File: src/rtl/multi_ff_bank.sv
// Bank of WIDTH single-bit flip-flops switchable per cycle between SR, JK, D and T behaviour,
// with illegal-SR detection. Define MULTI_FF_LOAD_EN to add a parallel load port (i_load/i_load_val).
module multi_ff_bank #(
    parameter int                WIDTH     = 8,
    parameter int                CNT_W     = 8,
    parameter logic [WIDTH-1:0]  RESET_VAL = '0
) (
    input  logic                 i_clk,
    input  logic                 i_reset,          // active-low, asynchronous
    input  logic                 i_en,
    input  logic [1:0]           i_mode,
    input  logic [WIDTH-1:0]     i_a,
    input  logic [WIDTH-1:0]     i_b,
    input  logic                 i_clr_err,
`ifdef MULTI_FF_LOAD_EN
    input  logic                 i_load,
    input  logic [WIDTH-1:0]     i_load_val,
`endif
    output logic [WIDTH-1:0]     o_q,
    output logic [WIDTH-1:0]     o_q_bar,
    output logic [WIDTH-1:0]     o_changed,
    output logic                 o_illegal,
    output logic                 o_illegal_sticky,
    output logic [CNT_W-1:0]     o_illegal_cnt
);

    localparam logic [1:0] MODE_SR = 2'b00;
    localparam logic [1:0] MODE_JK = 2'b01;
    localparam logic [1:0] MODE_D  = 2'b10;
    localparam logic [1:0] MODE_T  = 2'b11;

    localparam logic [CNT_W-1:0] CNT_ONE = {{(CNT_W-1){1'b0}}, 1'b1};

    logic [WIDTH-1:0] r_q;
    logic [WIDTH-1:0] r_changed;
    logic             r_illegal;
    logic             r_illegal_sticky;
    logic [CNT_W-1:0] r_illegal_cnt;

    logic [WIDTH-1:0] w_ch_next;
    logic [WIDTH-1:0] w_q_next;
    logic             w_load;
    logic [WIDTH-1:0] w_load_val;
    logic             w_illegal_evt;

`ifdef MULTI_FF_LOAD_EN
    assign w_load     = i_load;
    assign w_load_val = i_load_val;
`else
    assign w_load     = 1'b0;
    assign w_load_val = '0;
`endif

    // Per-channel next state; an SR channel with S=R=1 simply holds.
    genvar gi;
    generate
        for (gi = 0; gi < WIDTH; gi = gi + 1) begin : g_ch
            logic w_set;
            logic w_clr;
            logic w_both;
            assign w_set  = i_a[gi] & ~i_b[gi];
            assign w_clr  = ~i_a[gi] & i_b[gi];
            assign w_both = i_a[gi] & i_b[gi];

            assign w_ch_next[gi] =
                (i_mode == MODE_SR) ? (w_set ? 1'b1 : (w_clr ? 1'b0 : r_q[gi])) :
                (i_mode == MODE_JK) ? (w_both ? ~r_q[gi] :
                                      (w_set ? 1'b1 : (w_clr ? 1'b0 : r_q[gi]))) :
                (i_mode == MODE_D)  ? i_a[gi] :
                                      (r_q[gi] ^ i_a[gi]);
        end
    endgenerate

    assign w_q_next      = w_load ? w_load_val : (i_en ? w_ch_next : r_q);
    assign w_illegal_evt = ~w_load & i_en & (i_mode == MODE_SR) & (|(i_a & i_b));

    always_ff @(posedge i_clk or negedge i_reset) begin
        if (!i_reset) begin
            r_q              <= RESET_VAL;
            r_changed        <= '0;
            r_illegal        <= 1'b0;
            r_illegal_sticky <= 1'b0;
            r_illegal_cnt    <= '0;
        end else begin
            r_q       <= w_q_next;
            r_changed <= w_q_next ^ r_q;
            r_illegal <= w_illegal_evt;
            // An illegal event beats a simultaneous clear: count restarts at one.
            if (w_illegal_evt) begin
                r_illegal_sticky <= 1'b1;
                if (i_clr_err) begin
                    r_illegal_cnt <= CNT_ONE;
                end else if (!(&r_illegal_cnt)) begin
                    r_illegal_cnt <= r_illegal_cnt + CNT_ONE;
                end
            end else if (i_clr_err) begin
                r_illegal_sticky <= 1'b0;
                r_illegal_cnt    <= '0;
            end
        end
    end

    assign o_q              = r_q;
    assign o_q_bar          = ~r_q;
    assign o_changed        = r_changed;
    assign o_illegal        = r_illegal;
    assign o_illegal_sticky = r_illegal_sticky;
    assign o_illegal_cnt    = r_illegal_cnt;

endmodule

File: config.mk
export PLATFORM = sky130hd
export DESIGN_NAME = multi_ff_bank
export DESIGN_NICKNAME = d
export VERILOG_FILES = /design/src/rtl/multi_ff_bank.sv
export SDC_FILE = /design/constraint.sdc
export NUM_CORES = 1
export LEC_CHECK = 0
export CELL_PAD_IN_SITES_DETAIL_PLACEMENT = 0
export CELL_PAD_IN_SITES_GLOBAL_PLACEMENT = 2
export CORE_ASPECT_RATIO = 1.75
export CORE_UTILIZATION = 28
export CTS_CLUSTER_DIAMETER = 50
export DETAILED_ROUTE_END_ITERATION = 10
export GPL_ROUTABILITY_DRIVEN = 0
export PLACE_DENSITY = 0.95
export SYNTH_ARGS = -nofsm -noshare
export SYNTH_HDL_FRONTEND = slang
export SYNTH_SLANG_ARGS = --single-unit
export TNS_END_PERCENT = 5
File: constraint.sdc
create_clock -name i_clk -period 3.06 [get_ports i_clk]
set_input_delay 0.612 -clock i_clk [delete_from_list [all_inputs] [get_ports i_clk]]
set_output_delay 0.612 -clock i_clk [all_outputs]
set_load 0.05 [all_outputs]
Word level (Yosys, flattened, before mapping)
Cells that the tools add are included.
Word-level totals
  flip-flop bits (word level): 26
  bits of input ports: 22
  output and inout bits: 34
  word-level logic and storage cells: 130
Operators by class
  add/sub/neg operators: 1
  equality and inequality tests: 3
  muxes and demuxes: 55
  bitwise gates (word level): 61
  reduce and logical (&&, ||, !) cells: 5
Operator list (count)
  two-way mux 1 bit: 50
  two-way mux 8 bit: 5
  AND 1 bit: 26
  inverter 1 bit: 24
  adder 8 x 1 -> 8 bit, second input constant: 1
  AND 8 bit: 1
  inverter 8 bit: 1
  AND reduction 8 bit: 1
  OR reduction 8 bit: 1
  XOR 1 bit: 8
  XOR 8 bit: 1
  == test 2 x 1 -> 1 bit, second input constant: 1
  == test 2 bit, second input constant: 1
  logical NOT 2 bit: 1
  != test 2 bit, second input constant: 1
  AND reduction 2 bit: 1
  nonzero test 2 bit: 1

Depth between registers and ports, before layout
  word-level depth: 9
  gate-level depth with buffers: 5
  depth with buffers taken out: 5

Least setup slack after synthesis
OpenSTA, ideal clock, no wires.
  path type: register to register
  start point: reg r_q[2] (netlist: o_q[2])
  end point: reg r_q[2] (netlist: o_q[2])
  setup time: 0.126 ns
  data arrival time: 1.663 ns
  required time: 2.934 ns
  slack: 1.272 ns
  cell stages (with the launch flop): 5
  path buffers: 0
  clock period less this slack: 1.788 ns
  cells stage by stage: dfrtp_1 -> inv_1 -> a21oi_1 -> o22ai_1 -> a221o_1
Between the ends
  longest elaborated chain between the ends: 6
  elaborated cells on any way between the ends: 9
  classes of those cells: 7 x mux; 2 x bitwise
RTL lines
  start: declaration: line 34  | logic [WIDTH-1:0] r_q;
  start signal: assignment: line 85  | r_q <= w_q_next;
  two-way mux 1 bit (2 in a row): line 66, 68
  two-way mux 1 bit (2 in a row): line 67  | (i_mode == MODE_JK) ? (w_both ? ~r_q[gi] :
  two-way mux 1 bit: line 66  | (i_mode == MODE_SR) ? (w_set ? 1'b1 : (w_clr ? 1'b0 : r_q[gi])) :
  two-way mux 8 bit (*): line 74  | assign w_q_next = w_load ? w_load_val : (i_en ? w_ch_next : r_q);
  named net w_q_next[2]: line 41  | logic [WIDTH-1:0] w_q_next;
Mark *: on every way through the listed nets, which the timed path passes. The rest lies on a longest branch.
A chain may end at the register's enable or synchronous reset.

Worst setup path in the final report
  start point: reg r_q[4] (netlist: o_q[4])
  end point: out o_q_bar[4]
Between the ends
  longest elaborated chain between the ends: 1
RTL lines
  inverter 8 bit: line 104  | assign o_q_bar = ~r_q;
  end: declaration: line 20  | output logic [WIDTH-1:0] o_q_bar,
No other way between the ends.

==> metrics.csv <==
stage,metric,value,unit
yosys,most frequent cell after synthesis,dfrtp_1,
power,maximum VDD drop,0.0001941,V
flow_run,max cap viols,0,
floorplanning,row cnt,36,
worst_hold_path,WHS Path Cells,2,
yosys,Post-Syn Instances,197,
yosys,async set-reset flop share out of synthesis,100.0,%
place,DP Area,2312,µm²
clock_network,CTS buffer count,3,
power,P_sw,0.0005286,W
place,post-detail-place hpwl,3929,µm
global_routing,overall routing resource usage,17.93,%
power,Net Sw Frac,43.13,%
global_routing,initial antenna violation count,0,
setup_path,Required @ worst endpoint,2450,ps
global_routing,first-pass GRT wire length,8825,µm
setup_path,CP Max Fanout,6,
drt,Pre-antenna DRT Iters,4,
worst_hold_path,worst hold start,o_illegal_sticky$_DFFE_PN0P_,
drt,routed len/inst,15.88,µm
power,Power Internal,0.0006969,W
setup_path,internal reg-to-reg setup slack,1340,ps
yosys,Mean Syn Cell Area,8.441,µm²
worst_hold_path,worst hold path type,register to register,
clock_network,depth of the CTS H-tree,1,
drt,remaining routing DRC violations,0,
clock_network,PostCTS Resize Cnt,0,
place,port bufs,55,
clock_network,Clock Sinks,26,
timing,Tcrit/Tclk final,75.24,%
setup_path,cell with the largest stage delay on the worst path,clkdlybuf4s50_1,
worst_hold_path,destination of the worst hold path,o_illegal_sticky$_DFFE_PN0P_,
setup_path,critical path class,register to primary output,
yosys,"top cells by area, synth","dfrtp_1 39%, a21oi_1 6.0%, nand2_1 4.5%",
floorplanning,Chip Width,60.26,µm
layout,antenna cell count,0,
setup_path,crit path launch type,register,
timing,setup TNS,0,ps
clock_network,Worst-path clk slew,90,ps
yosys,number of synthesized flops with an enable pin,0,
clock_network,"Clk Latency, worst-skew pair",270,ps
timing,WHS,543.7,ps
power,total power per unit cell area,517.7,nW/µm²
yosys,top_reg_cell synth,dfrtp_1,
yosys,leading area contributor after synthesis,dfrtp_1,
power,Tot Pwr,0.001226,W
timing,Rel. slew slack,65.68,%
timing,Pins Over Slew Limit,0,
yosys,yosys warns,0,
yosys,syn nets,220,
power,clock power share,18.5,%
setup_path,crit-path max cell delay,820,ps
place,pre-CTS WS,545.8,ps
timing,RSZ-0062 raised after global routing,no,
timing,Max Clk Rate,0.4343,GHz
timing,Setup Skew,3.577,ps
setup_path,Worst setup EP type,primary output,
outcome,status,completed,
floorplanning,Initial Util,29.53,%
global_routing,largest net degree at the start of global routing,27,
floorplanning,# IOs,56,
layout,cell area after layout,2367,µm²
layout,Fill cells,568,
setup_path,crit-path cells,inv_1 -> clkdlybuf4s50_1,
timing,endpoints failing setup,0,
timing,"Hold Vio Cnt, Final",0,
layout,P&R area growth vs syn,42.36,%
setup_path,Reg2Reg Capture Point,o_illegal_cnt[0]$_DFFE_PN0P_,
drt,DRT iter0 DRCs,147,
setup_path,critical path arrival,1690,ps
setup_path,WP buf/inv,2,
yosys,Yosys cell types,43,
floorplanning,core area,5630,µm²
clock_network,CTS Root Buffer Type,clkbuf_8,
yosys,top cell type's share of synthesized area,39.13,%
clock_network,hold_buf cts,0,
clock_network,CTS Buffer Depth,2,
timing,final setup margin,757.6,ps
setup_path,reg-to-reg startpoint,o_illegal_cnt[0]$_DFFE_PN0P_,
power,Pleak,0.9449,nW
drt,routed vias/inst,5.486,
floorplanning,die area,6263,µm²
power,sequential group share of total power,35.0,%
layout,layout cells sized above 1,5.534,%
setup_path,Crit path depth,2,
power,Gate power share,46.5,%
global_routing,gr ovfl total,0,
setup_path,crit-path leading delay family,buffers and inverters,
drt,overall routed net length,5224,µm
floorplanning,Die Ht,103.9,µm
setup_path,reg2reg path depth,5,
yosys,register area share after synthesis,39.13,%
drt,via count,1805,
layout,nets,277,
timing,worst-margin pin slew,513.2,ps
yosys,#FFs+latches synth,26,
yosys,synthesized area,1663,µm²
clock_network,"Setup Fix Bufs, Post-CTS",0,
yosys,Synth top cells by count,"26 x dfrtp_1, 20 x a21oi_1, 20 x nand2_1",
drt,Detail Route Antenna Nets,0,
clock_network,CTS tree,built,
global_routing,vias in the first global route,1887,
timing,Final min period,2302,ps
==> area by class of cell <==
| type | instances | area (µm²) | share of cell area (%) |
|---|---|---|---|
| clock buffers | 4 | 55.05 | 2.326 |
| inverters | 16 | 60.06 | 2.537 |
| multi-input cells | 146 | 910.9 | 38.48 |
| flip-flops and latches | 26 | 650.6 | 27.48 |
| well taps | 76 | 95.09 | 4.017 |
| repair buffers | 61 | 595.6 | 25.16 |
==> worst max-delay path by stage <==
stage,from,endpoint,slack [ps]
final,o_q[4]$_DFF_PN0_,o_q_bar[4],760
after global routing,o_q[6]$_DFF_PN0_,o_q_bar[6],670
after CTS,o_q[4]$_DFF_PN0_,o_q_bar[4],750
after detailed placement,i_mode[1],o_changed[3]$_DFF_PN0_,550
after global placement,i_mode[1],o_changed[3]$_DFF_PN0_,570
after floorplan,o_q[2]$_DFF_PN0_,o_q[2]$_DFF_PN0_,1270
==> cell families (layout without fill, tap and decap cells) <==
kind of cell               Yosys count  after routing  synth area share, %
AOI/OAI and AO/OA                   90             90                36.04
and+or+nand+nor                     53             53                16.78
DFF                                 26             26                39.13
buffers and inverters               25             81                6.095
muxes                                2              2                1.204
adders and majority gates            1              1               0.7523
==> stage by stage <==
step	utilization (%)	instances
final	42.04	329
after global routing	42.04	329
after CTS	42.04	329
after detailed placement	41.07	325
after global placement	41.07	325
after floorplan	-	197
==> registers in the layout, indices dropped and copies added, names as in the netlist <==
signal            flops
o_illegal             1
o_illegal_sticky      1
o_q                   8
o_illegal_cnt         8
o_changed             8
==> worst reg2reg max path, stage by stage (launching register included) <==
cell and delay (ps):
dfrtp_1 470, ha_1 260, nand4_1 240, nor2_1 260
nor2_1 70, a222oi_1 320
==> power groups by stage <==
stage / Sequential, W / Combinational, W / Clock (W)
global placement: 0.000435 / 0.000570 / 0
detailed placement: 0.000436 / 0.000571 / 0
finish: 0.000429 / 0.000570 / 0.000227
global route: 0.000438 / 0.000607 / 0.000247
floorplan: 0.000564 / 0.000224 / 0
CTS: 0.000429 / 0.000573 / 0.000235
==> cells in the final DEF (no fill, tap or decap), types with 3 or more instances in the layout <==
cell type	n
clkbuf_8	4
a311oi_1	3
dfrtp_1	26
nor3b_1	3
buf_4	6
a221o_1	4
inv_1	14
a22oi_1	8
a2111oi_0	3
o21ai_0	14
o22ai_1	11
clkdlybuf4s50_1	55
nand2_1	20
a21oi_1	20
o21a_1	4
o31ai_1	4
nor2_1	12
a211oi_1	6
==> routing by layer <==
metal / track usage (%) / vias to the layer above / share of wire, %
li1: - / 862 / -
met1: 22.34 / 877 / 42
met2: 29.75 / 59 / 52
met3: 1.617 / 7 / 3.8
met4: 8.472 / 0 / 1.7
met5: 0 / - / 0
Power figures use the tool's default switching activity.
